===== src/rtl/vga_sync_receiver_if.sv =====
// VGA timing bundle between a sync source (master) and the sync receiver (slave):
// the three timing strobes plus everything the receiver recovers from them.
interface vga_sync_receiver_if;
  logic        hsync_n;
  logic        vsync_n;
  logic        blank_n;
  logic        pixel_valid;
  logic [15:0] x;
  logic [15:0] y;
  logic        frame_start;
  logic [15:0] h_meas;
  logic [15:0] v_meas;
  logic        locked;
  logic        err;

  modport master (
    output hsync_n, vsync_n, blank_n,
    input  pixel_valid, x, y, frame_start, h_meas, v_meas, locked, err
  );

  modport slave (
    input  hsync_n, vsync_n, blank_n,
    output pixel_valid, x, y, frame_start, h_meas, v_meas, locked, err
  );
endinterface


===== src/rtl/vga_sync_receiver.sv =====
// Receiving end of the VGA timing interface: recovers active-pixel coordinates,
// measures line/frame geometry and tracks lock against the expected geometry.
module vga_sync_receiver #(
  parameter int H_TOTAL     = 800,
  parameter int V_TOTAL     = 525,
  parameter int H_ACTIVE    = 640,
  parameter int V_ACTIVE    = 480,
  parameter int LOCK_FRAMES = 2
) (
  input  logic                clk,
  input  logic                rst,
  vga_sync_receiver_if.slave  vif
);

  localparam logic [15:0] H_TOTAL_W  = 16'(H_TOTAL);
  localparam logic [15:0] V_TOTAL_W  = 16'(V_TOTAL);
  localparam logic [15:0] H_ACTIVE_W = 16'(H_ACTIVE);
  localparam logic [15:0] V_ACTIVE_W = 16'(V_ACTIVE);
  localparam logic [15:0] TIMEOUT_W  = 16'(2 * H_TOTAL - 1);
  localparam logic [3:0]  LOCK_W     = 4'(LOCK_FRAMES);

  typedef enum logic [1:0] {SEARCH, TRACK, LOCKED} state_t;

  function automatic logic [15:0] sat_inc(input logic [15:0] v);
    return (v == 16'hFFFF) ? v : v + 16'd1;
  endfunction

  state_t      state_q, state_d;
  logic [3:0]  good_frames_q, good_frames_d;
  logic        hs_prev_q, hs_prev_d, vs_prev_q, vs_prev_d;
  logic [15:0] h_cnt_q, h_cnt_d, line_cnt_q, line_cnt_d;
  logic [15:0] x_cnt_q, x_cnt_d, y_cnt_q, y_cnt_d;
  logic        lines_ok_q, lines_ok_d;
  logic        pixel_valid_q, pixel_valid_d, frame_start_q, frame_start_d;
  logic [15:0] x_q, x_d, y_q, y_d, h_meas_q, h_meas_d, v_meas_q, v_meas_d;
  logic        locked_q, locked_d, err_q, err_d;

  logic        hs_fall, vs_fall, line_good, line_bad, frame_good, timeout;
  logic [15:0] line_len, lines_now, act_now, x_base;
  logic        lines_ok_now;

  assign hs_fall = hs_prev_q & ~vif.hsync_n;
  assign vs_fall = vs_prev_q & ~vif.vsync_n;

  always_comb begin
    hs_prev_d     = vif.hsync_n;
    vs_prev_d     = vif.vsync_n;
    h_meas_d      = h_meas_q;
    v_meas_d      = v_meas_q;
    x_d           = x_q;
    y_d           = y_q;
    state_d       = state_q;
    good_frames_d = good_frames_q;
    err_d         = 1'b0;
    frame_start_d = vs_fall;
    pixel_valid_d = vif.blank_n;

    // A line is good with exactly H_TOTAL clocks and either no or a full row of pixels.
    line_len     = sat_inc(h_cnt_q);
    line_good    = (line_len == H_TOTAL_W) && ((x_cnt_q == 16'd0) || (x_cnt_q == H_ACTIVE_W));
    line_bad     = hs_fall && !line_good;
    lines_now    = hs_fall ? sat_inc(line_cnt_q) : line_cnt_q;
    act_now      = (hs_fall && (x_cnt_q != 16'd0)) ? sat_inc(y_cnt_q) : y_cnt_q;
    lines_ok_now = lines_ok_q && !line_bad;
    frame_good   = (lines_now == V_TOTAL_W) && (act_now == V_ACTIVE_W) && lines_ok_now;
    timeout      = !hs_fall && (h_cnt_q >= TIMEOUT_W);

    h_cnt_d    = hs_fall ? 16'd0 : sat_inc(h_cnt_q);
    line_cnt_d = vs_fall ? 16'd0 : lines_now;
    y_cnt_d    = vs_fall ? 16'd0 : act_now;
    lines_ok_d = vs_fall ? 1'b1 : lines_ok_now;
    if (hs_fall) h_meas_d = line_len;
    if (vs_fall) v_meas_d = lines_now;

    x_base  = hs_fall ? 16'd0 : x_cnt_q;
    x_cnt_d = x_base;
    if (vif.blank_n) begin
      x_d     = x_base;
      y_d     = y_cnt_q;
      x_cnt_d = sat_inc(x_base);
    end

    case (state_q)
      SEARCH: begin
        // The frame in progress when we start listening is partial, so it is skipped.
        if (vs_fall) begin
          state_d       = TRACK;
          good_frames_d = 4'd0;
        end
      end
      TRACK: begin
        if (vs_fall) begin
          if (frame_good) begin
            good_frames_d = good_frames_q + 4'd1;
            if (good_frames_q + 4'd1 >= LOCK_W) state_d = LOCKED;
          end else begin
            good_frames_d = 4'd0;
          end
        end
      end
      LOCKED: begin
        if (line_bad || (vs_fall && !frame_good)) begin
          err_d         = 1'b1;
          state_d       = TRACK;
          good_frames_d = 4'd0;
        end
      end
      default: state_d = SEARCH;
    endcase

    // Losing hsync altogether is a lost source, not a geometry error.
    if (timeout) begin
      state_d       = SEARCH;
      good_frames_d = 4'd0;
      err_d         = 1'b0;
    end
    locked_d = (state_d == LOCKED);
  end

  always_ff @(posedge clk) begin
    if (rst) begin
      state_q       <= SEARCH;
      good_frames_q <= 4'd0;
      hs_prev_q     <= 1'b1;
      vs_prev_q     <= 1'b1;
      h_cnt_q       <= 16'd0;
      line_cnt_q    <= 16'd0;
      x_cnt_q       <= 16'd0;
      y_cnt_q       <= 16'd0;
      lines_ok_q    <= 1'b1;
      pixel_valid_q <= 1'b0;
      frame_start_q <= 1'b0;
      x_q           <= 16'd0;
      y_q           <= 16'd0;
      h_meas_q      <= 16'd0;
      v_meas_q      <= 16'd0;
      locked_q      <= 1'b0;
      err_q         <= 1'b0;
    end else begin
      state_q       <= state_d;
      good_frames_q <= good_frames_d;
      hs_prev_q     <= hs_prev_d;
      vs_prev_q     <= vs_prev_d;
      h_cnt_q       <= h_cnt_d;
      line_cnt_q    <= line_cnt_d;
      x_cnt_q       <= x_cnt_d;
      y_cnt_q       <= y_cnt_d;
      lines_ok_q    <= lines_ok_d;
      pixel_valid_q <= pixel_valid_d;
      frame_start_q <= frame_start_d;
      x_q           <= x_d;
      y_q           <= y_d;
      h_meas_q      <= h_meas_d;
      v_meas_q      <= v_meas_d;
      locked_q      <= locked_d;
      err_q         <= err_d;
    end
  end

  assign vif.pixel_valid = pixel_valid_q;
  assign vif.x           = x_q;
  assign vif.y           = y_q;
  assign vif.frame_start = frame_start_q;
  assign vif.h_meas      = h_meas_q;
  assign vif.v_meas      = v_meas_q;
  assign vif.locked      = locked_q;
  assign vif.err         = err_q;

endmodule


===== src/flat_wrapper.sv =====
// flat-port wrapper written by rule: the top's interface ports become plain ports
module vga_sync_receiver_flat 
#(
  parameter int H_TOTAL     = 800,
  parameter int V_TOTAL     = 525,
  parameter int H_ACTIVE    = 640,
  parameter int V_ACTIVE    = 480,
  parameter int LOCK_FRAMES = 2
)
  (clk, rst, vif_hsync_n, vif_vsync_n, vif_blank_n, vif_pixel_valid, vif_x, vif_y, vif_frame_start, vif_h_meas, vif_v_meas, vif_locked, vif_err);
  vga_sync_receiver_if vif_i ();
  input  logic clk;
  input  logic rst;
  input wire logic [$bits(vif_i.hsync_n)-1:0] vif_hsync_n;
  input wire logic [$bits(vif_i.vsync_n)-1:0] vif_vsync_n;
  input wire logic [$bits(vif_i.blank_n)-1:0] vif_blank_n;
  output wire logic [$bits(vif_i.pixel_valid)-1:0] vif_pixel_valid;
  output wire logic [$bits(vif_i.x)-1:0] vif_x;
  output wire logic [$bits(vif_i.y)-1:0] vif_y;
  output wire logic [$bits(vif_i.frame_start)-1:0] vif_frame_start;
  output wire logic [$bits(vif_i.h_meas)-1:0] vif_h_meas;
  output wire logic [$bits(vif_i.v_meas)-1:0] vif_v_meas;
  output wire logic [$bits(vif_i.locked)-1:0] vif_locked;
  output wire logic [$bits(vif_i.err)-1:0] vif_err;
  assign vif_i.hsync_n = vif_hsync_n;
  assign vif_i.vsync_n = vif_vsync_n;
  assign vif_i.blank_n = vif_blank_n;
  assign vif_pixel_valid = vif_i.pixel_valid;
  assign vif_x = vif_i.x;
  assign vif_y = vif_i.y;
  assign vif_frame_start = vif_i.frame_start;
  assign vif_h_meas = vif_i.h_meas;
  assign vif_v_meas = vif_i.v_meas;
  assign vif_locked = vif_i.locked;
  assign vif_err = vif_i.err;
  vga_sync_receiver #(.H_TOTAL(H_TOTAL), .V_TOTAL(V_TOTAL), .H_ACTIVE(H_ACTIVE), .V_ACTIVE(V_ACTIVE), .LOCK_FRAMES(LOCK_FRAMES)) u_core (.clk(clk), .rst(rst), .vif(vif_i));
endmodule

===== config.mk =====
export PLATFORM = sky130hd
export DESIGN_NAME = vga_sync_receiver_flat
export DESIGN_NICKNAME = d
export VERILOG_FILES = /design/src/rtl/vga_sync_receiver_if.sv /design/src/rtl/vga_sync_receiver.sv /design/src/flat_wrapper.sv
export SDC_FILE = /design/constraint.sdc
export NUM_CORES = 1
export LEC_CHECK = 0
export BUFFER_PORTS_ARGS = -buffer_cell sky130_fd_sc_hd__buf_2
export CORE_AREA = 10 10 169 139
export CTS_CLUSTER_SIZE = 20
export DETAILED_ROUTE_END_ITERATION = 12
export DIE_AREA = 0 0 179 149
export PLACE_DENSITY_LB_ADDON = 0.1
export SYNTH_ARGS = -nofsm -noshare
export SYNTH_HDL_FRONTEND = slang
export SYNTH_SLANG_ARGS = --single-unit

===== constraint.sdc =====
create_clock -name clk -period 4.9 [get_ports clk]
set_input_delay 0.735 -clock clk [delete_from_list [all_inputs] [get_ports clk]]
set_output_delay 0.735 -clock clk [all_outputs]
set_load 0.02 [all_outputs]

Word level (Yosys, flattened, before mapping)
Cells that the tools add are included.
- $add $sub $neg: 5
- multiply operators: 0
- div/mod/pow operators: 0
- order comparisons: 2
- equality and inequality tests: 14
- shift-type cells: 0
- multiplexer cells: 21
- bitwise logic cells: 5
- reduce and logical (&&, ||, !) cells: 23
- operator list (operator ; count):
    $mux W16 ; 8
    $add A16 B1 Y16 const B ; 4
    $eq A16 B16 Y1 const B ; 4
    $eq A16 B10 Y1 const B ; 3
    $eq A16 B9 Y1 const B ; 1
    $ge A16 B11 Y1 const B ; 1
    $logic_not A16 Y1 ; 1
    $mux W4 ; 4
    $reduce_bool A16 Y1 ; 1
    $mux W2 ; 6
    $pmux W4 S3 ; 1
    $logic_and A1 B1 Y1 ; 8
    $ne A2 B1 Y1 const B ; 3
    $pmux W2 S3 ; 1
    $reduce_or A2 Y1 ; 3
    $add A4 B1 Y4 const B ; 1
    $eq A2 B2 Y1 const B ; 2
    $ge A4 B2 Y1 const B ; 1
    $logic_not A1 Y1 ; 4
    $reduce_and A4 Y1 ; 1
    $not A1 Y1 ; 3
    $reduce_bool A3 Y1 ; 1
    $reduce_or A3 Y1 ; 1
    $and A1 B1 Y1 ; 2
    other kinds (4) ; 5
- flip-flop bits (word level): 141
- latch bits: 0
- memory bits (writable): 0
- memory bits (read-only): 0
- input port bits: 5
- output and inout port bits: 68
- word-level logic and storage cells: 87
- memories kept: 0

Logic depth before layout (Yosys ltp)
Gate-level depths: netlist of run 1.
- depth in word-level cells: 16
- mapped depth: 14
- gate-level depth less buffers: 12

Worst setup path after synthesis of run 1
No wires, ideal clock.
- path type: input -> register
- start point: in vif_hsync_n
- end point: reg u_core.x_cnt_q[15]
- setup time: 0.128 ns
- arrival time: 3.114 ns
- required time: 4.772 ns
- path slack: 1.659 ns
- cell stages on the path: 14
- path buffers: 3
- cell sequence: nand2b_1 -> clkbuf_1 -> buf_2 -> clkbuf_1 -> and2_1 -> ha_1 -> nand3_1 -> nor4_1 -> a21bo_2 -> nor4_1 -> nand2_1 -> nor4_1 -> xnor2_1 -> nor2_1
- word-level cells in the longest chain between the ends: 6
- elaborated cells between the ends (all ways): 7
- those cells by class: 1 x add/sub; 1 x eq/ne; 3 x mux; 2 x bitwise
- RTL lines (item ; line ; RTL):
    start, declared ; flat_wrapper.sv:14 ; input wire logic [$bits(vif_i.hsync_n)-1:0] vif_hsync_n;
    $not A1 Y1 * ; vga_sync_receiver.sv:42 ; assign hs_fall = hs_prev_q & ~vif.hsync_n;
    $and A1 B1 Y1 * ; vga_sync_receiver.sv:42 ;
    $mux W16 * ; vga_sync_receiver.sv:75 ; x_base = hs_fall ? 16'd0 : x_cnt_q;
    via u_core.x_base[1] ; vga_sync_receiver.sv:39 ; logic [15:0] line_len, lines_now, act_now, x_base;
    $add A16 B1 Y16 / $eq A16 B16 Y1 (equally long branches) ; vga_sync_receiver.sv:25 ; return (v == 16'hFFFF) ? v : v + 16'd1;
    $mux W16 * ; vga_sync_receiver.sv:25 ;
    $mux W16 * ; vga_sync_receiver.sv:77 ; if (vif.blank_n) begin
    end signal, assigned ; vga_sync_receiver.sv:146 ; x_cnt_q <= x_cnt_d;
    end, declared ; vga_sync_receiver.sv:32 ; logic [15:0] x_cnt_q, x_cnt_d, y_cnt_q, y_cnt_d;
Mark *: on every way through the listed nets, which the timed path passes. The rest lies on a longest branch.
A chain may end at the register's enable or synchronous reset.

Final worst setup path of run 1
- start point: reg u_core.h_cnt_q[5]
- end point: reg u_core.good_frames_q[1]
- word-level cells in the longest chain between the ends: 14
- elaborated cells between the ends (all ways): 21
- those cells by class: 1 x add/sub; 1 x order compare; 3 x eq/ne; 4 x mux; 12 x reduce/logical
- RTL lines (item ; line ; RTL):
    start, declared ; vga_sync_receiver.sv:31 ; logic [15:0] h_cnt_q, h_cnt_d, line_cnt_q, line_cnt_d;
    start signal, assigned ; vga_sync_receiver.sv:144 ; h_cnt_q <= h_cnt_d;
    $add A16 B1 Y16 / $eq A16 B16 Y1 (equally long branches) ; vga_sync_receiver.sv:25 ;
    $mux W16 ; -- ;
    $eq A16 B10 Y1 ; vga_sync_receiver.sv:60 ; line_good = (line_len == H_TOTAL_W) && ((x_cnt_q == 16'd0) || (x_cnt_q == H_ACTIVE_W));
    $logic_and A1 B1 Y1 ; vga_sync_receiver.sv:60 ;
    $logic_not A1 Y1 ; vga_sync_receiver.sv:61 ; line_bad = hs_fall && !line_good;
    $logic_and A1 B1 Y1 ; vga_sync_receiver.sv:61 ;
    $logic_not A1 Y1 ; vga_sync_receiver.sv:64 ; lines_ok_now = lines_ok_q && !line_bad;
    $logic_and A1 B1 Y1 ; vga_sync_receiver.sv:64 ;
    $logic_and A1 B1 Y1 ; vga_sync_receiver.sv:65 ; frame_good = (lines_now == V_TOTAL_W) && (act_now == V_ACTIVE_W) && lines_ok_now;
    $logic_not A1 Y1 ; vga_sync_receiver.sv:102 ; if (line_bad || (vs_fall && !frame_good)) begin
    $logic_and A1 B1 Y1 ; vga_sync_receiver.sv:102 ;
    $logic_or A1 B1 Y1 ; vga_sync_receiver.sv:102 ;
    $ne A2 B1 Y1 (no source line) ; -- ;
    $reduce_and A4 Y1 (no source line) ; -- ;
    end signal, assigned ; vga_sync_receiver.sv:141 ; good_frames_q <= good_frames_d;
    end, declared ; vga_sync_receiver.sv:29 ; logic [3:0] good_frames_q, good_frames_d;
Parallel ways exist; a longest one is shown, timed or not. The select of a mux whose other input is x is not followed.

==> results.sh, run 1 <==
export IMPL_areaGrowthSynthToFinish_pct=15.7
export IMPL_critPathLaunchType="register"
export IMPL_crit_type="register to register"
export IMPL_synth_edf_count=0
export IMPL_worstPathCellList="nand4_1 > nor4_4 > mux2i_1 > and4b_1 > a41o_1 > inv_1 > a211oi_1 > o31a_1 > o2bb2ai_1"
export IMPL_drv_cap=0
export IMPL_crit_fanout=13
export IMPL_hold_class="register to register"
export IMPL_crit_buf_inv=1
export IMPL_grt_pass1_vias=5621
export IMPL_worst_ep_arrival_time_ns=3.84
export IMPL_grt_ovfl_total=0
export IMPL_die_y_um=149
export IMPL_fmax_mhz=286
export IMPL_antenna_found_initial=0
export IMPL_synth_warnings=0
export IMPL_grt_pass1_wl_um=30400
export IMPL_synth_cell_types=75
export IMPL_clk_path_buf_depth=2
export IMPL_syn_nets=839
export IMPL_required_ns=5.25
export IMPL_drc=0
export IMPL_cp_slowest_cell="nor4_4"
export IMPL_yosysTopAreaCell="dfxtp_1"
export IMPL_viasPerCell=5.22
export IMPL_post_cts_setup_buffers=0
export IMPL_path_clk_slew_ns=0.06
export IMPL_leakagePower_nw=2.99
export IMPL_rows=47
export IMPL_async_flop_share_pct=0
export IMPL_peakVddDrop_mv=0.193
export IMPL_ios=73
export IMPL_placed_area_um2=7410
export IMPL_hold_viol=0
export IMPL_start_util_pct=34.1
export IMPL_cts_max_level=4
export IMPL_cts_root_buf="clkbuf_16"
export IMPL_fin_crit_sh_pct=71.3
export IMPL_design_power_total_mw=2.63
export IMPL_dr_pass1_iters=5
export IMPL_final_cells=1150
export IMPL_synth_area_leaders="dfxtp_1, nor2_1, mux2i_1, nand2_1, xnor2_1"
export IMPL_cts_hold_buf=0
export IMPL_synthCells=828
export IMPL_numCtsBuffers=17
export IMPL_grt_max_degree=51
export IMPL_yosys_area_top_type_share_pct=40.8
export IMPL_portBuffers=72
export IMPL_hpwl_um=13600
export IMPL_layout_setup_ws_ns=1.41
export IMPL_worst_pin_slew_ns=1.11
export IMPL_skew_ns=0.0100
export IMPL_insertion_delay_ns=0.43
export IMPL_pre_cts_ws_ns=1.17
export IMPL_wl_per_cell_um=16.2
export IMPL_final_setup_tns_ns=0
export IMPL_layout_drive_gt1_share_pct=16.5
export IMPL_place_gp_congestion=0.877
export IMPL_dieArea_um2=26700
export IMPL_drt_initial_drc_count=355
export IMPL_slowest_delay_ns=0.75
export IMPL_rsz0062_at_grt="false"
export IMPL_setup_viol=0
export IMPL_post_cts_resize_count=0
export IMPL_path_delay_family="simple AND/OR/NAND/NOR gates"
export IMPL_slew_violations=0
export IMPL_drt_wl_total_um=18700
export IMPL_track_usage_pct=14.2
export IMPL_numClockSinks=141
export IMPL_ys_flop_type="dfxtp_1"
export IMPL_cellPowerDensity_nw_per_um2=328
export IMPL_avgSynthCellArea_um2=8.36
export IMPL_fin_area_um2=8010
export IMPL_period_needed_ns=3.49
export IMPL_placed_cells=1118
export IMPL_syn_area_um2=6920
export IMPL_synth_most_common_cell="dfxtp_1"
export IMPL_die_x_um=179
export IMPL_end_kind="register"
export IMPL_finalNetCount=879
export IMPL_core_um2=20300
export IMPL_synth_common_cells="dfxtp_1, nor2_1, nand2_1"
export IMPL_ys_ff_latch=141
export IMPL_routed_via_count=6005
export IMPL_status="finished clean"
export IMPL_relSlewSlack_pct=26.3
export IMPL_yosysSeqAreaShare_pct=40.8
export IMPL_insertedDiodeCount=0
export IMPL_ant_nets=0
export IMPL_cts_tree="done"
-- sequential cells by signal (all words and copies together) (netlist names), 2 cells and up --
name,flops
u_core.good_frames_q,4
u_core.h_cnt_q,16
u_core.line_cnt_q,16
u_core.state_q,2
u_core.vif.h_meas,16
u_core.vif.v_meas,16
u_core.vif.x,16
u_core.vif.y,16
u_core.x_cnt_q,16
u_core.y_cnt_q,16
-- per-layer routing --
layer  vias up  part of all wire (%)  GRT usage [%]
li1       2996                     -              -
met5         -                     0              0
met1      2851                    53           20.5
met4         0                   1.1           4.33
met3        16                   5.9           3.85
met2       142                    40           20.0
-- metrics by stage --
step / hold slack (ns) / util, %
floorplan: 0.435 / -
global placement: 0.433 / 36.5
detailed placement: 0.437 / 36.5
CTS: 0.452 / 39.5
global route: 0.472 / 39.5
finish: 0.445 / 39.5
-- final cells by class --
class	count	area (µm²)
fillers	2081	12300
flip-flops and latches	141	2820
repair buffers	78	405
well taps	269	337
clock buffers	20	437
clock inverters	12	164
multi-input cells	613	3780
inverters	17	63.8
-- where the power goes --
group          total, mW  switching [mW]  internal (mW)  leakage [nW]
sequential          1.17          0.0108           1.16          1.14
clock               1.34           0.528          0.807         0.289
combinational      0.126          0.0882         0.0374          1.56
-- tightest hold or removal path: stages, from the launching register on --
cell     delay [ns]
dfxtp_1        0.32
nand2_1        0.04
o21ai_0        0.05
-- logic make-up (layout without fill, tap and decap cells) --
logic type / Yosys count / count (layout) / share of synthesized area, %
muxes: 38 / 38 / 5.75
xor gates and xnor gates: 44 / 44 / 5.57
and+or+nand+nor: 396 / 396 / 30.2
AOI/OAI and AO/OA: 129 / 129 / 12.0
buffers and inverters: 74 / 127 / 4.61
DFF: 141 / 141 / 40.8
adders and majority gates: 6 / 6 / 1.08
-- layout by cell type (no fill, tap or decap), types with 15 or more instances in the layout --
master	count
dfxtp_1	141
nor2_1	125
buf_2	72
nand2_1	69
o21ai_0	40
nand3_1	38
a21oi_1	37
mux2i_1	33
xnor2_1	29
nand2b_1	24
nand4_1	22
nor3_1	17
inv_1	17
clkbuf_16	17
xor2_1	15
-- final timing paths --
| path | from | to | slack, ns | cells after the start |
|---|---|---|---|---|
| hold reg to reg | u_core.vif.v_meas[5] | u_core.vif.v_meas[5] | 0.44 | 2 |
| hold / removal | u_core.vif.v_meas[5] | u_core.vif.v_meas[5] | 0.44 | 2 |
| setup / recovery | u_core.h_cnt_q[5] | u_core.good_frames_q[1] | 1.41 | 9 |
| setup reg to reg | u_core.h_cnt_q[5] | u_core.good_frames_q[1] | 1.41 | 9 |
No activity file was read; power rests on OpenSTA's default activity.
==> run 2, diff against run 1 <==
- clock period: 4.9 -> 3.35 ns (I/O delays scaled with it)
==> run 2 against run 1 <==
Effect of this change: clock power increased by 36%; worst setup slack lost 1.1 ns; clock skew about the same; first-iteration DRC count increased by 18%; global-route usage up 0.32 points; routed wire length up 2.9%; hold slack worse by 0.15 ns; total power up 42%; critical path type unchanged; largest power group unchanged; clock-buffer cell count fell by 2; register-to-register slack got worse by 1.1 ns; fmax up 15%; final cell count rose by 2.3%.
==> results.sh, run 2 (same netlist as run 1, synthesis figures left out) <==
export IMPL_leakagePower_nw=3.11
export IMPL_cts_root_buf="clkbuf_16"
export IMPL_cts_max_level=4
export IMPL_routed_via_count=6125
export IMPL_drt_initial_drc_count=419
export IMPL_final_setup_tns_ns=0
export IMPL_rows=47
export IMPL_crit_fanout=7
export IMPL_final_common_cell="dfxtp_1"
export IMPL_track_usage_pct=14.5
export IMPL_clk_path_buf_depth=2
export IMPL_r2r_slack_ns=0.31
export IMPL_holdWs_ns=0.298
export IMPL_dr_pass1_iters=5
export IMPL_die_x_um=179
export IMPL_final_cells=1176
export IMPL_setup_viol=0
export IMPL_skew_ns=0.0105
export IMPL_min_to="u_core.vs_prev_q"
export IMPL_drt_wl_total_um=19200
export IMPL_end_kind="register"
export IMPL_period_needed_ns=3.04
export IMPL_rsz0062_at_grt="false"
export IMPL_grt_max_degree=50
export IMPL_portBuffers=72
export IMPL_insertedDiodeCount=0
export IMPL_core_um2=20300
export IMPL_relSlewSlack_pct=50.9
export IMPL_cts_hold_buf=0
export IMPL_grt_ovfl_total=0
export IMPL_viasPerCell=5.21
export IMPL_wl_per_cell_um=16.4
export IMPL_worstReg2RegEnd="u_core.vif.locked"
export IMPL_drc=0
export IMPL_ant_nets=0
export IMPL_slew_violations=0
export IMPL_hpwl_um=14000
export IMPL_ios=73
export IMPL_drv_cap=0
export IMPL_die_y_um=149
export IMPL_numClockSinks=141
export IMPL_status="finished clean"
export IMPL_worst_ep_arrival_time_ns=3.37
export IMPL_critPathLaunchType="register"
export IMPL_required_ns=3.68
export IMPL_grt_pass1_vias=5774
export IMPL_fmax_mhz=329
export IMPL_place_gp_congestion=0.872
export IMPL_insertion_delay_ns=0.43
export IMPL_layout_drive_gt1_share_pct=19.3
export IMPL_path_clk_slew_ns=0.06
export IMPL_cellPowerDensity_nw_per_um2=455
export IMPL_peakVddDrop_mv=0.309
export IMPL_cts_tree="done"
export IMPL_grt_pass1_wl_um=31100
export IMPL_crit_type="register to register"
export IMPL_whs_path_depth=3
export IMPL_fin_crit_sh_pct=90.7
export IMPL_hold_class="input port to register"
export IMPL_finalNetCount=905
export IMPL_numCtsBuffers=17
export IMPL_final_cell_mix="dfxtp_1, nor2_1, buf_2"
export IMPL_hold_start="vif_vsync_n"
export IMPL_hold_viol=0
export IMPL_worst_pin_slew_ns=0.736
export IMPL_start_util_pct=34.1
export IMPL_antenna_found_initial=0
export IMPL_r2r_start="u_core.y_cnt_q[0]"
export IMPL_placed_cells=1139
export IMPL_areaGrowthSynthToFinish_pct=18.2
export IMPL_r2r_cells=11
export IMPL_dieArea_um2=26700
-- run 2: changes by cell type in the layout (fill, tap and decap cells not counted), moves of 2 or more --
cell | before | now
clkinv_2 | 1 | 5
clkinvlp_4 | 1 | 3
bufinv_16 | 3 | 1
clkbuf_1 | 3 | 0
buf_4 | 6 | 32
-- run 2: through the flow --
stage | cell area [µm²] | power, mW | utilization, % | setup WS [ns]
2_1_floorplan | 6920 | 1.87 | - | 0.341
3_3_place_gp | 7570 | 1.94 | 37.3 | 0.273
3_5_place_dp | 7570 | 1.94 | 37.3 | 0.202
4_1_cts | 8130 | 3.77 | 40.1 | 0.188
5_1_grt | 8180 | 3.86 | 40.3 | 0.0408
6_report | 8180 | 3.72 | 40.3 | 0.312
-- run 2: power breakdown --
group	internal, mW	switching (mW)
Combinational	0.0634	0.133
Sequential	1.69	0.0143
Clock	1.04	0.778
-- run 2: worst max-delay path by stage --
stage / from / end / slack, ns / cells after the start
after floorplan: vif_hsync_n / u_core.x_cnt_q[15] / 0.34 / 14
after global placement: u_core.y_cnt_q[0] / u_core.state_q[0] / 0.27 / 10
after detailed placement: u_core.y_cnt_q[0] / u_core.vif.locked / 0.20 / 10
after CTS: u_core.y_cnt_q[0] / u_core.vif.locked / 0.19 / 10
after global routing: u_core.h_cnt_q[0] / u_core.good_frames_q[1] / 0.04 / 10
final: u_core.y_cnt_q[0] / u_core.vif.locked / 0.31 / 11
-- run 2: layer usage --
metal	GRT usage [%]	part of all wire [%]	wire length [µm]
met1	21.6	53	10200
met3	3.72	5.6	1080
met4	4.17	0.66	126
met5	0	0	0
met2	20.0	41	7860
-- run 2: cell type report --
type                    instances  area, µm²
repair buffers                104        601
clock buffers                  18        439
fillers                      2067      12100
well taps                     269        337
flip-flops and latches        141       2820
multi-input cells             613       3800
clock inverters                14        121
inverters                      17       63.8
-- run 2: critical path, cell delays in order, from the launching register on --
cell and delay (ns):
dfxtp_1 0.44, ha_1 0.28, nand4_1 0.15, buf_4 0.19
nor4_4 0.38, or4_4 0.21, mux2i_1 0.25, nand2b_1 0.08
nor4b_1 0.31, and4_4 0.30, nand2_1 0.09, a211oi_1 0.26
-- run 2: timing repair --
item                       CTS  global route
gates resized for setup      0             2
buffers inserted             0             5
setup endpoints to repair    0             4
